## config.mk

```make
export PLATFORM = sky130hd
export DESIGN_NAME = alu_issue_queue
export DESIGN_NICKNAME = d
export VERILOG_FILES = /design/src/rtl/alu_issue_queue.sv
export SDC_FILE = /design/constraint.sdc
export NUM_CORES = 1
export LEC_CHECK = 0
export ABC_AREA = 1
export BUFFER_PORTS_ARGS = -buffer_cell sky130_fd_sc_hd__buf_2
export CELL_PAD_IN_SITES_DETAIL_PLACEMENT = 0
export CELL_PAD_IN_SITES_GLOBAL_PLACEMENT = 2
export CORE_MARGIN = 2
export CORE_UTILIZATION = 36
export CTS_CLUSTER_DIAMETER = 50
export DETAILED_ROUTE_END_ITERATION = 8
export PLACE_DENSITY = 0.85
export SETUP_SLACK_MARGIN = 0.3
export SKIP_LAST_GASP = 1
export SYNTH_ARGS = -nofsm -noshare
export SYNTH_HDL_FRONTEND = slang
export SYNTH_SLANG_ARGS = --single-unit
export TNS_END_PERCENT = 100
```

## constraint.sdc

```tcl
create_clock -name clk_i -period 4.9 [get_ports clk_i]
set_clock_uncertainty 0.1 [all_clocks]
set_input_delay 0.49 -clock clk_i [delete_from_list [all_inputs] [get_ports clk_i]]
set_output_delay 0.49 -clock clk_i [all_outputs]
set_load 0.05 [all_outputs]
```

## src/rtl/alu_issue_queue.sv

```systemverilog
// alu_issue_queue: tagged request FIFO feeding a registered ALU issue stage (S1)
// and a registered valid/ready response stage (S2). Order and tags are preserved.
module alu_issue_queue #(
  parameter int unsigned WIDTH = 32,
  parameter int unsigned DEPTH = 4,
  parameter int unsigned TAG_W = 4
) (
  input  logic                     clk_i,
  input  logic                     rst_i,
  input  logic                     req_valid_i,
  output logic                     req_ready_o,
  input  logic [2:0]               req_op_i,
  input  logic [WIDTH-1:0]         req_a_i,
  input  logic [WIDTH-1:0]         req_b_i,
  input  logic [TAG_W-1:0]         req_tag_i,
  output logic                     alu_valid_o,
  output logic [2:0]               alu_op_o,
  output logic [WIDTH-1:0]         alu_a_o,
  output logic [WIDTH-1:0]         alu_b_o,
  input  logic [WIDTH-1:0]         alu_result_i,
  output logic                     rsp_valid_o,
  input  logic                     rsp_ready_i,
  output logic [WIDTH-1:0]         rsp_result_o,
  output logic [TAG_W-1:0]         rsp_tag_o,
  output logic [$clog2(DEPTH):0]   count_o
);

  localparam int unsigned PW = $clog2(DEPTH);
  localparam int unsigned CW = PW + 1;

  typedef struct packed {
    logic [2:0]       op;
    logic [WIDTH-1:0] a;
    logic [WIDTH-1:0] b;
    logic [TAG_W-1:0] tag;
  } entry_t;

  entry_t           mem [DEPTH];
  entry_t           head;
  logic [PW-1:0]    wr_ptr;
  logic [PW-1:0]    rd_ptr;
  logic [TAG_W-1:0] s1_tag;
  logic [CW-1:0]    count_nxt;
  logic             push;
  logic             pop;
  logic             s2_free;
  logic             s1_adv;

  // Handshake and pipeline-advance decisions; ready depends on registered count only
  always_comb begin
    req_ready_o = (count_o != CW'(DEPTH));
    push        = req_valid_i && req_ready_o;
    s2_free     = !rsp_valid_o || rsp_ready_i;
    s1_adv      = alu_valid_o && s2_free;
    pop         = (count_o != CW'(0)) && (!alu_valid_o || s1_adv);
    head        = mem[rd_ptr];
  end

  // Occupancy update; a simultaneous push and pop leaves it unchanged
  always_comb begin
    count_nxt = count_o;
    if (push && !pop) begin
      count_nxt = count_o + CW'(1);
    end else if (pop && !push) begin
      count_nxt = count_o - CW'(1);
    end
  end

  // FIFO storage; data only, so it carries no reset
  always_ff @(posedge clk_i) begin
    if (push && !rst_i) begin
      mem[wr_ptr] <= '{op: req_op_i, a: req_a_i, b: req_b_i, tag: req_tag_i};
    end
  end

  // Pointers, count, issue stage and response stage
  always_ff @(posedge clk_i) begin
    if (rst_i) begin
      wr_ptr       <= '0;
      rd_ptr       <= '0;
      count_o      <= '0;
      alu_valid_o  <= 1'b0;
      alu_op_o     <= '0;
      alu_a_o      <= '0;
      alu_b_o      <= '0;
      s1_tag       <= '0;
      rsp_valid_o  <= 1'b0;
      rsp_result_o <= '0;
      rsp_tag_o    <= '0;
    end else begin
      count_o <= count_nxt;
      if (push) begin
        wr_ptr <= wr_ptr + PW'(1);
      end
      if (pop) begin
        rd_ptr <= rd_ptr + PW'(1);
      end

      // S1: load the FIFO head, otherwise retire on advance; operands hold when idle
      if (pop) begin
        alu_valid_o <= 1'b1;
        alu_op_o    <= head.op;
        alu_a_o     <= head.a;
        alu_b_o     <= head.b;
        s1_tag      <= head.tag;
      end else if (s1_adv) begin
        alu_valid_o <= 1'b0;
      end

      // S2: capture the ALU result with its tag, or drain when consumed
      if (s1_adv) begin
        rsp_valid_o  <= 1'b1;
        rsp_result_o <= alu_result_i;
        rsp_tag_o    <= s1_tag;
      end else if (s2_free) begin
        rsp_valid_o <= 1'b0;
      end
    end
  end

endmodule

```

==> results of run 1 <==
[kinds of logic after synthesis]
logic type	after synthesis	share of synthesized area (%)
simple gates	890	21.4
buf+inv	451	11.2
flops	400	65.6
compound gates	42	1.29
fa+ha+maj	6	0.499
xor+xnor	1	0.0530
[metrics by stage]
stage	instance area [sq um]	setup slack, ps	instances
after floorplan	16500	-11.9	1790
after global placement	18100	1880	2541
after detailed placement	18100	1790	2541
after CTS	19700	1900	2628
after global routing	19700	1770	2628
final	19700	2010	2629
[sequential cells by signal, summed over array words and instances, names as in the netlist, 2 cells and up]
name and count:
rsp_tag_o 4, count_o 3, s1_tag 4, mem 284, alu_a_o 32, alu_op_o 3, wr_ptr 2, rd_ptr 2
rsp_result_o 32, alu_b_o 32
[final timing paths]
path                        start              end  slack [ps]  cells after the start
setup reg to reg       count_o[0]       mem[0][37]        2010                      5
hold / removal         req_a_i[6]       mem[1][42]          40                      1
setup / recovery       count_o[0]       mem[0][37]        2010                      5
hold reg to reg   rsp_result_o[0]  rsp_result_o[0]         370                      2
[cells in the final DEF (no fill, tap or decap), types with 6 or more instances in the layout]
cell       Yosys  layout
o21ai_0       37      37
nand3_1      147     147
nor2_1       227     223
clkbuf_16      0      49
clkbuf_1      21       8
bufinv_16      0       6
dfxtp_1      116     114
nand2_1      513     512
buf_4         20      17
edfxtp_1     284     284
buf_2         27     215
inv_1        367     366
[layer usage]
| layer | part of all wire [%] | track usage (%) | up-vias |
|---|---|---|---|
| li1 | - | - | 5868 |
| met1 | 44 | 20.3 | 5157 |
| met2 | 48 | 27.8 | 248 |
| met3 | 5.5 | 3.30 | 65 |
| met4 | 2.4 | 5.46 | 8 |
| met5 | 0.13 | 0 | - |
[final cells by class]
cell class | instances | area (sq um)
clock buffer | 60 | 1300
inverter | 370 | 1400
sequential | 400 | 10900
tap | 600 | 751
fill | 4408 | 25700
antenna | 1 | 2.50
timing repair buffer | 232 | 1200
multi-input combinational | 939 | 3870
clock inverter | 27 | 325
[cell usage after synthesis (all sizes together)]
cell / number
nor2: 228
a21oi: 4
inv: 370
nand3: 147
a21boi: 1
fa: 1
xor2: 1
o21ai: 37
buf: 60
nand2: 514
edfxtp: 284
nand3b: 1
ha: 5
dfxtp: 116
clkbuf: 21
[power by group through the flow]
stage	clock network [uW]	registers (uW)	logic, uW
after global routing	3810	4490	4720
after global placement	0	4500	4240
after CTS	3690	4450	4280
after detailed placement	0	4520	4260
after floorplan	0	5480	2290
final	3590	4430	4180
==> reports/metrics.yaml, run 1 <==
clocking:
  clock_latency_ps: 570
  clockBufferDepth: 3
  clkTransAtPathRegs_ps: 60
  htreeDepth: 2
  cts_buffers: 47
  cts.sink_count: 400
  post_cts_buffers: 0
  cts_hold_buf: 0
  cts_tree: "done"
  cts-root-buf: "clkbuf_16"
  cts_resized: 0
route:
  ant_nets: 0
  drt_iter0_drc: 561
  drt_first_pass_iters: 4
  wl_per_cell_microns: 14.6
  via_per_inst: 4.32
  drt-total-wl_mm: 38.3
  drcViolationCount: 0
  routed-via-count: 11300
worst_setup_path:
  cp_slowest_cell: "nor2_4"
  cp.required_ps: 5010
  cpPeakStageDelay_ps: 620
  crit_fanout: 31
  critPathArrivalTime_ps: 3000
  cp_cell_sequence: "nor2_2, a21boi_0, nand2_1, nor2_4, buf_4"
  path_delay_family: "simple AND/OR/NAND/NOR gates"
  cp-end-kind: "flip-flop"
  startpoint_type: "flip-flop"
  crit_buf_inv: 1
  worstSetupPathType: "reg2reg"
logic_synthesis:
  ys_seq_elements: 400
  netlist_area_sq_um: 16500
  synth.avg_cell_area_sq_um: 9.24
  synth_cells: 1790
  synth_top_area_share_pct: 51.6
  netlist_top_cells_area: "edfxtp_1 (52%), dfxtp_1 (14%), nand2_1 (12%)"
  yosysSeqAreaShare_pct: 65.6
  yosys_warnings: 0
  synth.distinct_cells: 21
  yosysTopAreaCell: "edfxtp_1"
  synthesis.nets: 1903
min_path:
  hold_class: "in2reg"
sta:
  report.final.slew_viol_count: 0
  hold_viol: 0
  period_minus_slack_ps: 2890
  setup_viol: 0
  maxSlewHeadroom_pct: 30.3
  worst_pin_slew_ps: 1050
  fin_crit_sh_pct: 59.1
  max_freq_ghz: 0.345
  hold_ws_ps: 39.8
  fin_tns_setup_ps: 0
  rsz0062_at_grt: "no"
grt:
  grt_usage_pct: 16.2
  grt_start_max_net_pins: 89
  grt_pass1_vias: 10900
  grt_overflow: 0
  antenna_found_initial: 5
  grt_pass1_wl_mm: 59.8
place:
  place.gp.congestion: 0.765
  hpwlAfterDp_mm: 22.8
  port_buffers: 215
power_and_ir_drop:
  p_sw_uw: 4840
  p_per_area_nw_per_um2: 619
  p_leak_uw: 0.00927
  clockPowerShare_pct: 29.4
  swShare_pct: 39.6
  peakVddDrop_mv: 0.285
  p_total_uw: 12200
  power_frac_seq_pct: 36.3
  comb_power_share_pct: 34.3
  p_int_uw: 7370
floorplan:
  dieArea_sq_um: 47700
  start_util_pct: 36.5
  rows: 78
  core_area_sq_um: 45400
  io_pins: 216
  die_y_microns: 218
  die_w_microns: 218
final_layout:
  syn2layout_area_growth_pct: 19.1
  utilization_pct: 43.4
  fin_nets: 2103
  layout-drive-gt1-share_pct: 15.7
job:
  maxCapViolCount: 0
status:
  run_status: "finished clean"
Note: power is estimated with default switching activity, not from simulation.
==> run 2: changes to the inputs <==
clock period = 2.85 ns   (was 4.9 ns; I/O delays follow)
==> reports/metrics.yaml, run 2 (same netlist as run 1, synthesis figures left out) <==
route:
  routed-via-count: 11800
  wl_met1_mm: 17.5
  wl_per_cell_microns: 13.9
  drt_first_pass_iters: 6
  via_per_inst: 4.29
  wl_met2_mm: 18.1
  drt_iter0_drc: 552
  drcViolationCount: 0
  drt-total-wl_mm: 38.2
  top_layer: "met5"
  ant_nets: 0
  routed-wl-met3_mm: 1.69
clocking:
  clockBufferDepth: 3
  cts.sink_count: 400
  cts_buffers: 47
  cts-root-buf: "clkbuf_16"
  htreeDepth: 2
  cts_tree: "done"
  clock_latency_ps: 580
  clkTransAtPathRegs_ps: 60
sta:
  maxSlewHeadroom_pct: 49.6
  report.final.slew_viol_count: 0
  hold_viol: 0
  hold_ws_ps: 353
  period_minus_slack_ps: 1960
  fin_crit_sh_pct: 68.6
  rsz0062_at_grt: "no"
  worst_slack_ps: 894
  fin_tns_setup_ps: 0
  worst_pin_slew_ps: 755
  setup_viol: 0
  max_freq_ghz: 0.511
grt:
  grt_overflow: 0
  grt_pass1_wl_mm: 60.5
  grt_start_max_net_pins: 146
  antenna_found_initial: 1
  grt_pass1_vias: 11500
  grt_usage_pct: 16.2
worst_setup_path:
  startpoint_type: "input port"
  cp.required_ps: 3210
  crit_fanout: 4
  worstSetupPathType: "in2reg"
  critPathArrivalTime_ps: 2310
  cp-end-kind: "flip-flop"
power_and_ir_drop:
  comb_power_share_pct: 35.8
  p_per_area_nw_per_um2: 1000
  clockPowerShare_pct: 28.2
  p_leak_uw: 0.00972
  power_frac_seq_pct: 36.0
  p_sw_uw: 8330
  swShare_pct: 39.9
  p_int_uw: 12600
  peakVddDrop_mv: 0.921
  p_total_uw: 20900
final_layout:
  layout-drive-gt1-share_pct: 15.3
  largest_register: "mem"
  fin_nets: 2213
  fill_cells: 4302
  multi_input_area_sq_um: 3880
  syn2layout_area_growth_pct: 25.7
  largest_reg_flops: 284
  layout_common_cells: "nand2_1 (511), inv_1 (366), edfxtp_1 (284)"
  final_common_cell: "nand2_1"
  seqCellArea_sq_um: 10900
status:
  run_status: "finished clean"
floorplan:
  die_w_microns: 218
  dieArea_sq_um: 47700
  core_area_sq_um: 45400
  io_pins: 216
  die_y_microns: 218
  start_util_pct: 36.5
  rows: 78
min_path:
  hold_class: "in2reg"
place:
  pre_cts_slack_ps: 852
  port_buffers: 215
  hpwlAfterDp_mm: 22.0
  place.gp.congestion: 0.729
job:
  maxCapViolCount: 0
## run 2: worst paths after layout
| kind | from | to | slack, ps | cells past startpoint |
|---|---|---|---|---|
| hold reg to reg | rsp_result_o[28] | rsp_result_o[28] | 370 | 2 |
| hold / removal | req_a_i[11] | mem[0][47] | 350 | 2 |
| setup / recovery | rsp_ready_i | count_o[2] | 890 | 14 |
| setup reg to reg | count_o[0] | mem[2][35] | 900 | 5 |
## run 2: timing repair
item,4_1_cts,5_1_grt
setup buffers,0,0
endpoints found under the hold margin,323,0
hold buffers,106,0
setup endpoints to repair,0,0
gates resized for setup,0,0
## run 2: critical path: stages
cell and delay [ps]:
dlygate4sd3_1 540, buf_2 120, inv_1 80, nand3_1 190, nand2_4 150, ha_1 170
inv_1 70, fa_1 370, inv_1 70, nand2_1 50, nand3_1 80, nand2_1 50
nand2_1 50, nor2_1 40
## run 2: layout make-up
class                   instances  area share, %
well taps                     600           3.61
clock buffers                  61           6.03
diodes                          1         0.0120
inverters                     370           6.71
multi-input cells             939           18.7
repair buffers                342           11.4
flip-flops and latches        400           52.2
clock inverters                27           1.35
## run 2: power groups by stage
stage,Clock (uW),Sequential (uW),Combinational (uW)
after floorplan,0,9410,3950
after global placement,0,7620,7480
after detailed placement,0,7640,7520
after CTS,6050,7530,7670
after global routing,6290,7610,8420
final,5890,7510,7480
## run 2: metrics by stage
step                      cell area [sq um]  util (%)  instances
after floorplan                       16600         -       1790
after global placement                18200      40.1       2545
after detailed placement              18200      40.1       2545
after CTS                             20800      45.8       2739
after global routing                  20800      45.8       2739
final                                 20800      45.8       2740
## run 2: metal layers
layer / vias to the layer above / global-route usage (%)
met4: 2 / 5.58
met3: 65 / 2.80
li1: 6086 / -
met5: - / 0
met1: 5367 / 21.1
met2: 232 / 27.2
